<file path="src/rtl/fetch_pc_fd_reg_pkg.sv">
// Shared constants for the fetch stage: reset/exception addresses, text segment
// bounds, CP0 exception codes and the F/D pipeline register layout.
package fetch_pc_fd_reg_pkg;

  localparam logic [31:0] PC_RESET     = 32'h0000_3000;
  localparam logic [31:0] PC_EXC_ENTRY = 32'h0000_4180;
  localparam logic [31:0] TEXT_LO_ADDR = 32'h0000_3000;
  localparam logic [31:0] TEXT_HI_ADDR = 32'h0000_6ffc;

  localparam logic [31:0] NOP_INSTR = 32'h0000_0000;

  // CP0 ExcCode values; Int shares the zero encoding with "no exception".
  localparam logic [4:0] EXC_NONE = 5'd0;
  localparam logic [4:0] EXC_INT  = 5'd0;
  localparam logic [4:0] EXC_ADEL = 5'd4;
  localparam logic [4:0] EXC_ADES = 5'd5;
  localparam logic [4:0] EXC_RI   = 5'd10;
  localparam logic [4:0] EXC_OV   = 5'd12;

  typedef struct packed {
    logic [31:0] pc;
    logic [31:0] instr;
    logic [4:0]  exc_code;
    logic        bd;
  } fd_reg_t;

  // D-stage contents after reset, flush or squash: a nop with no exception.
  function automatic fd_reg_t fd_bubble(input logic [31:0] pc);
    fd_reg_t r;
    r.pc       = pc;
    r.instr    = NOP_INSTR;
    r.exc_code = EXC_NONE;
    r.bd       = 1'b0;
    return r;
  endfunction

endpackage

</file>
<file path="src/rtl/fetch_addr_check.sv">
// Fetch address error (AdEL) detection: misaligned or outside the text segment.
module fetch_addr_check
  import fetch_pc_fd_reg_pkg::*;
#(
  parameter logic [31:0] TEXT_LO = TEXT_LO_ADDR,
  parameter logic [31:0] TEXT_HI = TEXT_HI_ADDR
) (
  input  logic [31:0] F_PC,
  output logic        F_adel
);

  assign F_adel = (F_PC[1:0] != 2'b00) || (F_PC < TEXT_LO) || (F_PC > TEXT_HI);

endmodule

</file>
<file path="src/rtl/fetch_pc_fd_reg.sv">
// Fetch PC register plus F/D pipeline register: stall, exception redirect,
// eret squash, AdEL tagging and branch-delay-slot marking.
module fetch_pc_fd_reg
  import fetch_pc_fd_reg_pkg::*;
#(
  parameter logic [31:0] RESET_PC  = PC_RESET,
  parameter logic [31:0] EXC_ENTRY = PC_EXC_ENTRY,
  parameter logic [31:0] TEXT_LO   = TEXT_LO_ADDR,
  parameter logic [31:0] TEXT_HI   = TEXT_HI_ADDR
) (
  input  logic        clk,
  input  logic        reset,
  input  logic [31:0] F_NPC,
  input  logic        stall,
  input  logic        req,
  input  logic        D_isBranchJump,
  input  logic        D_isEret,
  input  logic [31:0] F_instr_in,
  output logic [31:0] F_PC,
  output logic [31:0] D_PC,
  output logic [31:0] D_instr,
  output logic [4:0]  D_excCode,
  output logic        D_BD
);

  logic [31:0] pc_q, pc_d;
  fd_reg_t     fd_q, fd_d;
  logic        f_adel;

  fetch_addr_check #(
    .TEXT_LO(TEXT_LO),
    .TEXT_HI(TEXT_HI)
  ) u_addr_check (
    .F_PC  (pc_q),
    .F_adel(f_adel)
  );

  always_comb begin
    // NOTE: hold values are assigned first so every path drives pc_d/fd_d and no latch is inferred.
    pc_d = pc_q;
    fd_d = fd_q;
    if (req) begin
      pc_d = EXC_ENTRY;
      fd_d = fd_bubble(EXC_ENTRY);
    end else if (!stall) begin
      pc_d = F_NPC;
      if (D_isEret) begin
        // eret has no delay slot: the instruction fetched behind it never decodes.
        fd_d = fd_bubble(pc_q);
      end else begin
        // A faulting fetch still advances; the nop carries AdEL with the bad PC as EPC source.
        fd_d.pc       = pc_q;
        fd_d.instr    = f_adel ? NOP_INSTR : F_instr_in;
        fd_d.exc_code = f_adel ? EXC_ADEL : EXC_NONE;
        fd_d.bd       = D_isBranchJump;
      end
    end
  end

  // NOTE: state registers use non-blocking assignments so all flops update together at the edge.
  always_ff @(posedge clk) begin
    if (reset) begin
      pc_q <= RESET_PC;
      fd_q <= fd_bubble(32'h0);
    end else begin
      pc_q <= pc_d;
      fd_q <= fd_d;
    end
  end

  assign F_PC      = pc_q;
  assign D_PC      = fd_q.pc;
  assign D_instr   = fd_q.instr;
  assign D_excCode = fd_q.exc_code;
  assign D_BD      = fd_q.bd;

endmodule

</file>
<file path="config.mk">
export PLATFORM = sky130hd
export DESIGN_NAME = fetch_pc_fd_reg
export DESIGN_NICKNAME = d
export VERILOG_FILES = /design/src/rtl/fetch_pc_fd_reg_pkg.sv /design/src/rtl/fetch_addr_check.sv /design/src/rtl/fetch_pc_fd_reg.sv
export SDC_FILE = /design/constraint.sdc
export NUM_CORES = 1
export LEC_CHECK = 0
export ABC_AREA = 1
export CAP_MARGIN = 20
export CELL_PAD_IN_SITES_DETAIL_PLACEMENT = 1
export CELL_PAD_IN_SITES_GLOBAL_PLACEMENT = 1
export CORE_ASPECT_RATIO = 0.6
export CORE_MARGIN = 10
export CORE_UTILIZATION = 25
export DETAILED_ROUTE_END_ITERATION = 16
export PLACE_DENSITY = 0.75
export SETUP_SLACK_MARGIN = 0.3
export SYNTH_ARGS = -nofsm -noshare
export SYNTH_HDL_FRONTEND = slang
export SYNTH_HIERARCHICAL = 1
export SYNTH_SLANG_ARGS = --single-unit
</file>
<file path="constraint.sdc">
create_clock -name clk -period 1.97 [get_ports clk]
set_clock_uncertainty 0.1 [all_clocks]
set_input_delay 0.197 -clock clk [delete_from_list [all_inputs] [get_ports clk]]
set_output_delay 0.197 -clock clk [all_outputs]
set_load 0.005 [all_outputs]
</file>
==> results.cfg <==
[status]
status = finished, final reports clean

[drt]
drt-initial-drc-count = 173
drt_pass1_iterations = 4
drt-total-wl_um = 15250
vias = 3952
drc_errors = 0
drt-vias-per-instance = 4.430
wl_per_cell_um = 17.09
ant_nets = 0

[layout]
final_cell_mix = 187 x nand2_1, 165 x clkdlybuf4s50_1, 92 x dfxtp_1, 77 x a21oi_1, 43 x nor2_1
nets = 759
fin_util_pct = 41.85
area_delta_synth_final_pct = 61.32
layout-drive-gt1-share_pct = 10.66
final_area_um2 = 6178
final_common_cell = nand2_1
n_antenna_cell = 0

[synthesis]
ys_seq_elements = 98
synth_top_area_cell = dfxtp_1
synth.distinct_cells = 17
synthCells = 526
avgSynthCellArea_um2 = 7.281
synth-seq-area-share_pct = 51.23
yosysWarnings = 6
synth_top_cell_area_share_pct = 51.23
synth_area_leaders = dfxtp_1 51%, nand2_1 19%, a21oi_1 12%, nor2_1 5.0%, inv_1 3.5%
netlist_area_um2 = 3830

[grt]
track_usage_pct = 13.42
use_met3_pct = 4.670
use_met2_pct = 22.81
met1_usage_pct = 16.24
busiest_layer = met2
grt_remaining_overflow = 0
grt_pass1_vias = 4069
grt_pass1_wl_um = 22690
grt_max_degree = 43
antenna_found_initial = 0

[floorplanning]
initial_utilization_pct = 25.95
die_h_um = 115.9
io-pin-count = 172
die_x_um = 179.8
die_area_um2 = 20830
rows = 34
core_region_area_um2 = 14760

[sta]
clock.fmax_ghz = 0.6097
fin_crit_sh_pct = 83.25
fin_ws_ns = 0.3299
slew_violations = 0
timing_hold_violations_final = 0
rsz0062_at_grt = true
setup_tns_ns = 0
min_period_ns = 1.640
setup_viol = 0

[power]
clkPwrFrac_pct = 38.7
power_frac_seq_pct = 47.1
vdd_ir_drop_max_uv = 374.7
power_frac_comb_pct = 14.3
p_int_mw = 3.248
power_density_nw_per_um2 = 707.3
p_leak_nw = 2.293
total_power_mw = 4.370
p_sw_mw = 1.122
swShare_pct = 25.68

[worst_setup_path]
required_ns = 2.13
crit_chain = nand2_4 > nand2_2 > nand3_2 > nor2_4 > nand3_4 > clkbuf_16 > nor2_1 > nand2_1 > a21oi_1
max_stage_delay_ns = 0.37
crit-reg2reg-launch = F_PC[13]$_SDFFE_PP1P_
critPathKind = reg -> reg
cp_num_buf_inv = 1
ff2ff_path_depth = 9
ff2ff_setup_slack_ns = 0.33
cp-end-kind = flop
reg2reg_to = D_instr[15]$_SDFFE_PP0N_
critPathSlowestCell = dfxtp_4
endpoint = D_instr[15]$_SDFFE_PP0N_
cp.arrival_ns = 1.80
cp_max_fo = 8
setup.worst_path.start_class = flop
crit_family = simple AND/OR/NAND/NOR gates
worstSetupStartpoint = F_PC[13]$_SDFFE_PP1P_
cp_num_cells = 9

[clocking]
cts_buffers = 9
clk_pin_slew_ns = 0.07
cts_tree = yes
cts_root_buf = clkbuf_16
numClockSinks = 98
worst_skew_pair.late_latency_ns = 0.34
clockBufferDepth = 2
cts_max_level = 3

[placement]
globalplace.congestion = 0.7610
postPlaceCellArea_um2 = 5635
io_buffer_count = 167
hpwl_um = 11090
dpl_worst_slack_ns = 0.2380

[job]
max-cap-violations = 0

[worst_hold_path]
hp-class = in -> reg
[worst min-delay path: stages]
cell and delay (ns):
buf_4 0.22, nand2_1 0.09, a21oi_1 0.06
[synth_stat cells]
cell type and count:
a21oi_1 90, buf_2 21, buf_4 11, buf_6 5, clkbuf_1 1, conb_1 1, dfxtp_1 98, inv_1 36
inv_2 2, nand2_1 190, nand2_2 2, nand3_1 4, nor2_1 51, nor2_2 1, nor2_8 1, nor3_1 6
o21ai_0 6
[power by group through the flow]
| stage | sequential (mW) | clock (mW) | combinational (mW) |
|---|---|---|---|
| CTS | 2.06 | 1.76 | 0.538 |
| global placement | 2.10 | 0 | 0.520 |
| floorplan | 2.10 | 0 | 0.237 |
| finish | 2.06 | 1.69 | 0.623 |
| global route | 2.06 | 1.84 | 0.679 |
| detailed placement | 2.10 | 0 | 0.528 |
[how the worst min path moves through the flow]
stage	from	end	slack (ns)	cells after the start
after detailed placement	D_instr[31]$_SDFFE_PP0N_	D_instr[31]$_SDFFE_PP0N_	0.36	2
after CTS	stall	D_PC[30]$_SDFFE_PP0N_	0.17	3
final	stall	D_instr[1]$_SDFFE_PP0N_	0.18	3
after global placement	D_PC[3]$_SDFFE_PP0N_	D_PC[3]$_SDFFE_PP0N_	0.35	2
after global routing	stall	D_instr[6]$_SDFFE_PP0N_	0.18	3
after floorplan	F_NPC[12]	F_PC[12]$_SDFFE_PP1P_	0.22	2
[per-layer routing]
layer | share of wire (%) | up-vias
met3 | 6.6 | 9
met5 | 0 | -
met2 | 47 | 97
li1 | - | 1945
met4 | 0.68 | 0
met1 | 46 | 1901
[state kept, by name (all words and copies together), names as in the netlist]
register and count:
D_instr 32, D_excCode 1, D_PC 32, F_PC 32, D_BD 1
[per-stage QoR]
stage	hold WS (ns)	std cells
3_5_place_dp	0.3598	867
4_1_cts	0.1738	883
2_1_floorplan	0.2233	529
5_1_grt	0.1838	892
3_3_place_gp	0.3522	867
6_report	0.1830	892
[kinds of logic after synthesis]
| group | count (synthesis) | synth area share, % |
|---|---|---|
| simple gates | 255 | 25.94 |
| flops | 98 | 51.23 |
| compound gates | 96 | 12.54 |
| buf+inv | 76 | 10.19 |
| other cells | 1 | 0.09791 |
[final cells by class]
| type | instances | area (µm²) |
|---|---|---|
| Clock buffer | 11 | 242.7 |
| Multi-Input combinational cell | 355 | 1603 |
| Clock inverter | 5 | 37.54 |
| Fill cell | 1790 | 8583 |
| Tap cell | 198 | 247.7 |
| Timing Repair Buffer | 187 | 1928 |
| Sequential cell | 98 | 1977 |
| Inverter | 38 | 142.6 |
[repair_timing]
action | 4_1_cts | 5_1_grt
cloned | 0 | 4
endpoints found under the setup margin | 32 | 34
resized for setup | 5 | 38
pin swaps | 0 | 7
buffers inserted | 0 | 5
hold buffers | 0 | 0
Power figures use the tool's default switching activity.
